==> src/rtl/gf_exp_ctrl_if.sv <==
// Request/response and multiplier-port bundle for gf_exp_ctrl.
// The master side is the requester plus the external field multiplier; the slave side is the controller.
interface gf_exp_ctrl_if #(
   parameter int N = 3,
   parameter int E = 4
);
   logic         start;
   logic [N-1:0] base;
   logic [E-1:0] exp;
   logic         busy;
   logic         done;
   logic [N-1:0] result;
   logic [N-1:0] mul_a;
   logic [N-1:0] mul_b;
   logic [N-1:0] mul_g;

   modport master (
      output start, base, exp, mul_g,
      input  busy, done, result, mul_a, mul_b
   );

   modport slave (
      input  start, base, exp, mul_g,
      output busy, done, result, mul_a, mul_b
   );
endinterface

==> src/rtl/gf_exp_ctrl.sv <==
// gf_exp_ctrl: base^exp in GF(2^3) by left-to-right square-and-multiply, time-sharing an external
// combinational field multiplier. Optional macro GF_EXP_EARLY_OUT_EN short-circuits exp=0 / base=0.
module gf_exp_ctrl #(
   parameter int N = 3,
   parameter int E = 4
) (
   input  logic            clk,
   input  logic            rst_n,
   gf_exp_ctrl_if.slave    bus
);
   localparam int IW = (E > 1) ? $clog2(E) : 1;

   typedef enum logic [1:0] {
      S_IDLE = 2'd0,
      S_SQR  = 2'd1,
      S_MUL  = 2'd2,
      S_DONE = 2'd3
   } state_t;

   state_t        r_state, w_next;
   logic [N-1:0]  r_acc, w_acc;
   logic [N-1:0]  r_base_q, w_base_q;
   logic [E-1:0]  r_exp_q, w_exp_q;
   logic [IW-1:0] r_idx, w_idx;
   logic [N-1:0]  r_result, w_result;
   logic [N-1:0]  w_mul_a, w_mul_b;
   logic          w_bit, w_last;

   assign w_bit  = r_exp_q[r_idx];
   assign w_last = (r_idx == '0);

   // NOTE: async active-low reset in the sensitivity list, so state clears without waiting for clk.
   always_ff @(posedge clk or negedge rst_n) begin
      if (!rst_n) begin
         r_state <= S_IDLE;
      end else begin
         // NOTE: non-blocking so every register samples the pre-edge values of the others.
         r_state <= w_next;
      end
   end

   always_ff @(posedge clk or negedge rst_n) begin
      if (!rst_n) begin
         r_acc    <= '0;
         r_base_q <= '0;
         r_exp_q  <= '0;
         r_idx    <= '0;
         r_result <= '0;
      end else begin
         r_acc    <= w_acc;
         r_base_q <= w_base_q;
         r_exp_q  <= w_exp_q;
         r_idx    <= w_idx;
         r_result <= w_result;
      end
   end

   always_comb begin
      // NOTE: defaults first so no path leaves a variable unassigned (no latches).
      w_next   = r_state;
      w_acc    = r_acc;
      w_base_q = r_base_q;
      w_exp_q  = r_exp_q;
      w_idx    = r_idx;
      w_result = r_result;
      w_mul_a  = '0;
      w_mul_b  = '0;

      case (r_state)
         S_IDLE: begin
            if (bus.start) begin
               w_base_q = bus.base;
               w_exp_q  = bus.exp;
               w_acc    = N'(1);
               w_idx    = IW'(E - 1);
               w_next   = S_SQR;
`ifdef GF_EXP_EARLY_OUT_EN
               if (bus.exp == '0 || bus.base == '0) begin
                  w_acc    = (bus.exp == '0) ? N'(1) : '0;
                  w_result = w_acc;
                  w_next   = S_DONE;
               end
`endif
            end
         end
         S_SQR: begin
            w_mul_a = r_acc;
            w_mul_b = r_acc;
            w_acc   = bus.mul_g;
            if (w_bit) begin
               w_next = S_MUL;
            end else if (w_last) begin
               w_result = bus.mul_g;
               w_next   = S_DONE;
            end else begin
               w_idx = r_idx - 1'b1;
            end
         end
         S_MUL: begin
            w_mul_a = r_acc;
            w_mul_b = r_base_q;
            w_acc   = bus.mul_g;
            // Finishing at idx=0 wins over the decrement, so idx never wraps.
            if (w_last) begin
               w_result = bus.mul_g;
               w_next   = S_DONE;
            end else begin
               w_idx  = r_idx - 1'b1;
               w_next = S_SQR;
            end
         end
         S_DONE: begin
            w_next = S_IDLE;
         end
         default: begin
            w_next = S_IDLE;
         end
      endcase
   end

   // Handshake and multiplier operands decode from registered state only.
   assign bus.busy   = (r_state != S_IDLE);
   assign bus.done   = (r_state == S_DONE);
   assign bus.result = r_result;
   assign bus.mul_a  = w_mul_a;
   assign bus.mul_b  = w_mul_b;
endmodule

==> src/flat_wrapper.sv <==
// flat-port wrapper written by rule: the top's interface ports become plain ports
module gf_exp_ctrl_flat 
#(
   parameter int N = 3,
   parameter int E = 4
)
  (clk, rst_n, bus_start, bus_base, bus_exp, bus_mul_g, bus_busy, bus_done, bus_result, bus_mul_a, bus_mul_b);
  gf_exp_ctrl_if #(.N(N), .E(E)) bus_i ();
  input  logic clk;
  input  logic rst_n;
  input wire logic [$bits(bus_i.start)-1:0] bus_start;
  input wire logic [$bits(bus_i.base)-1:0] bus_base;
  input wire logic [$bits(bus_i.exp)-1:0] bus_exp;
  input wire logic [$bits(bus_i.mul_g)-1:0] bus_mul_g;
  output wire logic [$bits(bus_i.busy)-1:0] bus_busy;
  output wire logic [$bits(bus_i.done)-1:0] bus_done;
  output wire logic [$bits(bus_i.result)-1:0] bus_result;
  output wire logic [$bits(bus_i.mul_a)-1:0] bus_mul_a;
  output wire logic [$bits(bus_i.mul_b)-1:0] bus_mul_b;
  assign bus_i.start = bus_start;
  assign bus_i.base = bus_base;
  assign bus_i.exp = bus_exp;
  assign bus_i.mul_g = bus_mul_g;
  assign bus_busy = bus_i.busy;
  assign bus_done = bus_i.done;
  assign bus_result = bus_i.result;
  assign bus_mul_a = bus_i.mul_a;
  assign bus_mul_b = bus_i.mul_b;
  gf_exp_ctrl #(.N(N), .E(E)) u_core (.clk(clk), .rst_n(rst_n), .bus(bus_i));
endmodule
==> config.mk <==
export PLATFORM = sky130hd
export DESIGN_NAME = gf_exp_ctrl_flat
export DESIGN_NICKNAME = d
export VERILOG_FILES = /design/src/rtl/gf_exp_ctrl_if.sv /design/src/rtl/gf_exp_ctrl.sv /design/src/flat_wrapper.sv
export SDC_FILE = /design/constraint.sdc
export NUM_CORES = 1
export LEC_CHECK = 0
export BUFFER_PORTS_ARGS = -buffer_cell sky130_fd_sc_hd__buf_2
export CAP_MARGIN = 40
export CORE_MARGIN = 3
export CORE_UTILIZATION = 51
export CTS_CLUSTER_DIAMETER = 50
export DETAILED_ROUTE_END_ITERATION = 7
export PLACE_DENSITY_LB_ADDON = 0.2
export SYNTH_ARGS = -nofsm -noshare
export SYNTH_HDL_FRONTEND = slang
export SYNTH_SLANG_ARGS = --single-unit
==> constraint.sdc <==
create_clock -name clk -period 2.1 [get_ports clk]
set_input_delay 0.105 -clock clk [delete_from_list [all_inputs] [get_ports clk]]
set_output_delay 0.105 -clock clk [all_outputs]
set_load 0.01 [all_outputs]
-- Yosys cells after proc, flatten, opt, wreduce, memory -nomap -nowiden
Cells that the tools add are included.
- flip-flop bits (word level): 17
- bits of input ports: 13
- output and inout bits: 11
- logic and storage cells: 44
- $add $sub $neg: 1
- magnitude comparators: 1
- eq/ne operators: 6
- muxes and demuxes: 18
- reduce and logical (&&, ||, !) cells: 12
- operator list (cell ; number):
    $pmux W3 S2 ; 3
    $mux W2 ; 7
    $mux W3 ; 4
    $pmux W2 S4 ; 1
    $reduce_and A2 Y1 ; 4
    $pmux W2 S3 ; 1
    $reduce_bool A2 Y1 ; 3
    $eq A2 B2 Y1 const B ; 2
    $logic_not A2 Y1 ; 2
    $ne A2 B2 Y1 const B ; 2
    $lt A2 B3 Y1 const B ; 1
    $ne A3 B1 Y1 const B ; 1
    $reduce_and A3 Y1 ; 1
    $reduce_bool A3 Y1 ; 1
    $bmux W1 S2 ; 1
    $eq A2 B1 Y1 const B ; 1
    $reduce_or A2 Y1 ; 1
    $sub A2 B1 Y2 const B ; 1
    $mux W1 ; 1

-- Longest topological paths before layout
- depth in word-level cells: 4
- gate-level depth with buffers: 7
- gate-level depth less buffers: 6

-- Worst setup path before layout
No wires, ideal clock.
- path kind: register to register
- from: register u_core.r_idx[0]
- to: register u_core.r_result[0] (netlist: u_core.bus.result[0])
- arrival: 1.527 ns
- slack: 0.448 ns
- cell stages (with the launch flop): 5
- buffers on the path: 0
- period minus slack after synthesis: 1.652 ns
- path through: dfrtp_1 -> mux4_2 -> nand2_2 -> and3_4 -> mux2_4
- cells in the longest elaborated chain, start to end: 4
- RTL lines (item ; line ; text):
    start: declaration ; gf_exp_ctrl.sv:24 ; logic [IW-1:0] r_idx, w_idx;
    start signal: assignment ; gf_exp_ctrl.sv:53 ; r_idx <= w_idx;
    $bmux W1 S2 / $logic_not A2 Y1 (equally long branches) ; gf_exp_ctrl.sv:29, gf_exp_ctrl.sv:30 ;
    $mux W1 (implied by the code) / $mux W3 (equally long branches) ; - ;
    $ne A2 B2 Y1 (no source line) / $mux W3 (equally long branches) ; - ;
    $reduce_and A2 Y1 (no source line) / $pmux W3 S2 (equally long branches) ; - ;
    end signal: assignment ; gf_exp_ctrl.sv:54 ; r_result <= w_result;
    end: declaration ; gf_exp_ctrl.sv:25 ; logic [N-1:0] r_result, w_result;
Several ways; a longest one is shown, not always the timed one. The select of a mux whose other input is x is not followed.
A chain may end at the register's enable or synchronous reset.

-- Final worst setup path
- from: register u_core.r_state[1]
- to: output port bus_mul_b[0]
- cells in the longest elaborated chain, start to end: 2
- RTL lines (item ; line ; text):
    start: declaration ; gf_exp_ctrl.sv:20 ; state_t r_state, w_next;
    start signal: assignment ; gf_exp_ctrl.sv:38 ; r_state <= w_next;
    $eq A2 B2 Y1 / $eq A2 B1 Y1 (equally long branches) ; gf_exp_ctrl.sv:69 ; case (r_state)
    $pmux W3 S2 (*) ; gf_exp_ctrl.sv:69 ;
    end: declaration ; flat_wrapper.sv:19 ; output wire logic [$bits(bus_i.mul_b)-1:0] bus_mul_b;
Every way passes the cells marked *; elsewhere a longest branch is shown, timed or not.

==> results.yml <==
cts:
  clk_pin_slew_ps: 90
  clockBufferDepth: 2
  numClockSinks: 17
  cts-root-buf: "clkbuf_4"
  cts_resized: 0
  insertion_delay_ps: 290
  htreeDepth: 1
  cts_tree: "yes"
  cts_inserted_buffers: 3
worst_setup_path:
  end_kind: "output pin"
  path_max_fanout: 13
  crit_buf_inv: 2
  critPathRequiredTime_ps: 2000
  critPathArrivalTime_ps: 1660
  slowest_delay_ps: 480
  regToRegSetupSlack_ps: 370
  critical_path_class: "reg -> out"
  critical_path.top_delay_family: "adder cells"
  regToRegStartpoint: "u_core.r_state[1]$_DFFE_PN0P_"
  cp_cell_sequence: "inv_1 > ha_1 > nor2b_1 > buf_2"
  crit_path_start_kind: "flop"
  reg2reg_depth: 4
  slowest_stage: "ha_1"
  worst_r2r_endpoint: "u_core.bus.result[0]$_DFFE_PN0P_"
detailed_routing:
  ant_nets: 0
  drc: 0
  wirelength_um: 1730
  drtIter0Drc: 11
  wl_per_cell_um: 13.1
  num_vias: 712
  wl_met2_um: 826
  viasPerCell: 5.39
  wl_met1_um: 817
  first_pass_iters: 4
  met3_length_um: 64
  maxUsedRoutingLayer: "met4"
finish:
  final_util: 0.685
  nets: 127
  nFillCells: 147
  fin_cells: 132
  syn_to_final_growth_pct: 18.7
  insertedDiodeCount: 0
  drive_gt1_frac: 0.380
power_and_ir_drop:
  p_leak_nw: 0.536
  peakVddDrop_uv: 1040
  powerDensity_nw_per_um2: 1600
run:
  cap_violations: 0
hold_path:
  hold_end: "u_core.r_exp_q[0]$_DFFE_PN0P_"
  hold_path_class: "in -> reg"
  hold_start: "bus_exp[0]"
  hold_depth: 2
yosys:
  synth_seq_area_share: 0.458
  synth_seq_cells: 17
  netlist_instances: 82
  netlist_top_cells_count: "dfrtp_1, a21oi_1, mux2_2"
  yosysWarningCount: 0
  synth.most_common_cell: "dfrtp_1"
  synth_nets: 100
  syn-cell-area_um2: 930
  synth_edf_count: 0
  synthArstFlopShare: 1.00
  synth_top_area_share: 0.458
  yosysTopAreaCell: "dfrtp_1"
  yosys.cell_types.count: 25
  synth_flop_cell: "dfrtp_1"
  syn_avg_cell_area_um2: 11.3
  yosys-top-cells-area: "dfrtp_1, mux2_2, ha_1, mux2_4, a21oi_1"
place:
  gp_congestion: 0.753
  hpwl_um: 1390
  portBuffers: 23
  dp.cells: 127
sta:
  setup_viol: 0
  hold_viol: 0
  timing.slew.headroom: 0.754
  slew_viol_final: 0
  fmax_mhz: 566
  worst_pin_slew_ps: 368
  setup-tns-final_ps: 0
  post-route-period-util: 0.841
  skew_ps: 5.40
  rsz0062_at_grt: "no"
  finalCriticalPeriod_ps: 1770
die:
  io_pins: 24
  core_area_um2: 1610
  start_util: 0.577
  die_w_um: 48.7
  dieArea_um2: 2370
  rows: 14
  fp.dieH_um: 48.7
global_routing:
  grt_pass1_wl_um: 3070
  grtUsageTotal: 0.168
  antenna_found_initial: 0
  grt_remaining_overflow: 0
  grt_pass1_vias: 687
  grt_max_degree: 18
outcome:
  status: "completed"
==> cell usage in the layout (no fill, tap or decap), types with 2 or more instances in the layout <==
master and count:
and2_1 3, buf_2 23, mux2_2 8, a22oi_1 3
clkbuf_4 3, dfrtp_1 17, a32o_1 2, nor2b_1 4
o21ai_0 3, inv_1 6, a21oi_1 8, nor2_1 2
ha_1 5, nand2_1 5, mux2_4 3
==> through the flow <==
step	setup slack, ps	hold WS [ps]	power (mW)	area [µm²]
finish	334	39.3	1.77	1100
CTS	330	34.2	1.79	1100
floorplan	448	-191	1.34	930
detailed placement	371	47.0	1.61	1070
global placement	408	43.1	1.58	1070
global route	166	29.0	1.94	1100
==> layout make-up <==
class,instances,area (µm²),share of cell area
Clock buffer,4,26.3,0.0238
Tap cell,24,30.0,0.0272
Multi-Input combinational cell,57,474,0.430
Sequential cell,17,425,0.385
Timing Repair Buffer,24,125,0.113
Inverter,6,22.5,0.0204
==> logic make-up (layout without fill, tap and decap cells) <==
group / after synthesis / in the layout / share of synthesized area
AND/OR/NAND/NOR: 21 / 21 / 0.141
AO/OA/AOI/OAI: 19 / 19 / 0.132
flip-flops: 17 / 17 / 0.458
multiplexers: 12 / 12 / 0.170
buffers and inverters: 8 / 34 / 0.0323
adder cells (fa/ha/maj): 5 / 5 / 0.0673
==> worst max-delay path by stage <==
stage,from,to,cells after the start
floorplan,u_core.r_idx[0]$_DFFE_PN0P_,u_core.bus.result[0]$_DFFE_PN0P_,4
global placement,u_core.r_state[0]$_DFFE_PN0P_,u_core.r_idx[1]$_DFFE_PN0P_,6
detailed placement,u_core.r_idx[0]$_DFFE_PN0P_,u_core.bus.result[0]$_DFFE_PN0P_,4
CTS,u_core.r_state[1]$_DFFE_PN0P_,bus_mul_b[0],4
global route,u_core.r_state[1]$_DFFE_PN0P_,bus_mul_b[0],4
finish,u_core.r_state[1]$_DFFE_PN0P_,bus_mul_b[0],4
==> layer usage <==
metal / track usage / vias up
met3: 0.0399 / 4
met2: 0.265 / 15
met5: 0 / -
met1: 0.221 / 345
met4: 0.0711 / 0
li1: - / 348
==> registers in the layout, summed over array words and instances (netlist names) <==
| signal | cells |
|---|---|
| u_core.r_state | 2 |
| u_core.r_exp_q | 4 |
| u_core.r_acc | 3 |
| u_core.bus.result | 3 |
| u_core.r_base_q | 3 |
| u_core.r_idx | 2 |
==> power breakdown <==
part           total (mW)  internal (mW)  switching (mW)
sequential          0.618          0.493           0.125
clock               0.171         0.0738          0.0970
combinational       0.978          0.496           0.481
==> timing repair <==
item / 4_1_cts / 5_1_grt
hold endpoints to repair: 17 / 0
setup endpoints to repair: 0 / 0
hold buffers: 1 / 0
setup buffers: 0 / 0
No activity file was read; power rests on OpenSTA's default activity.
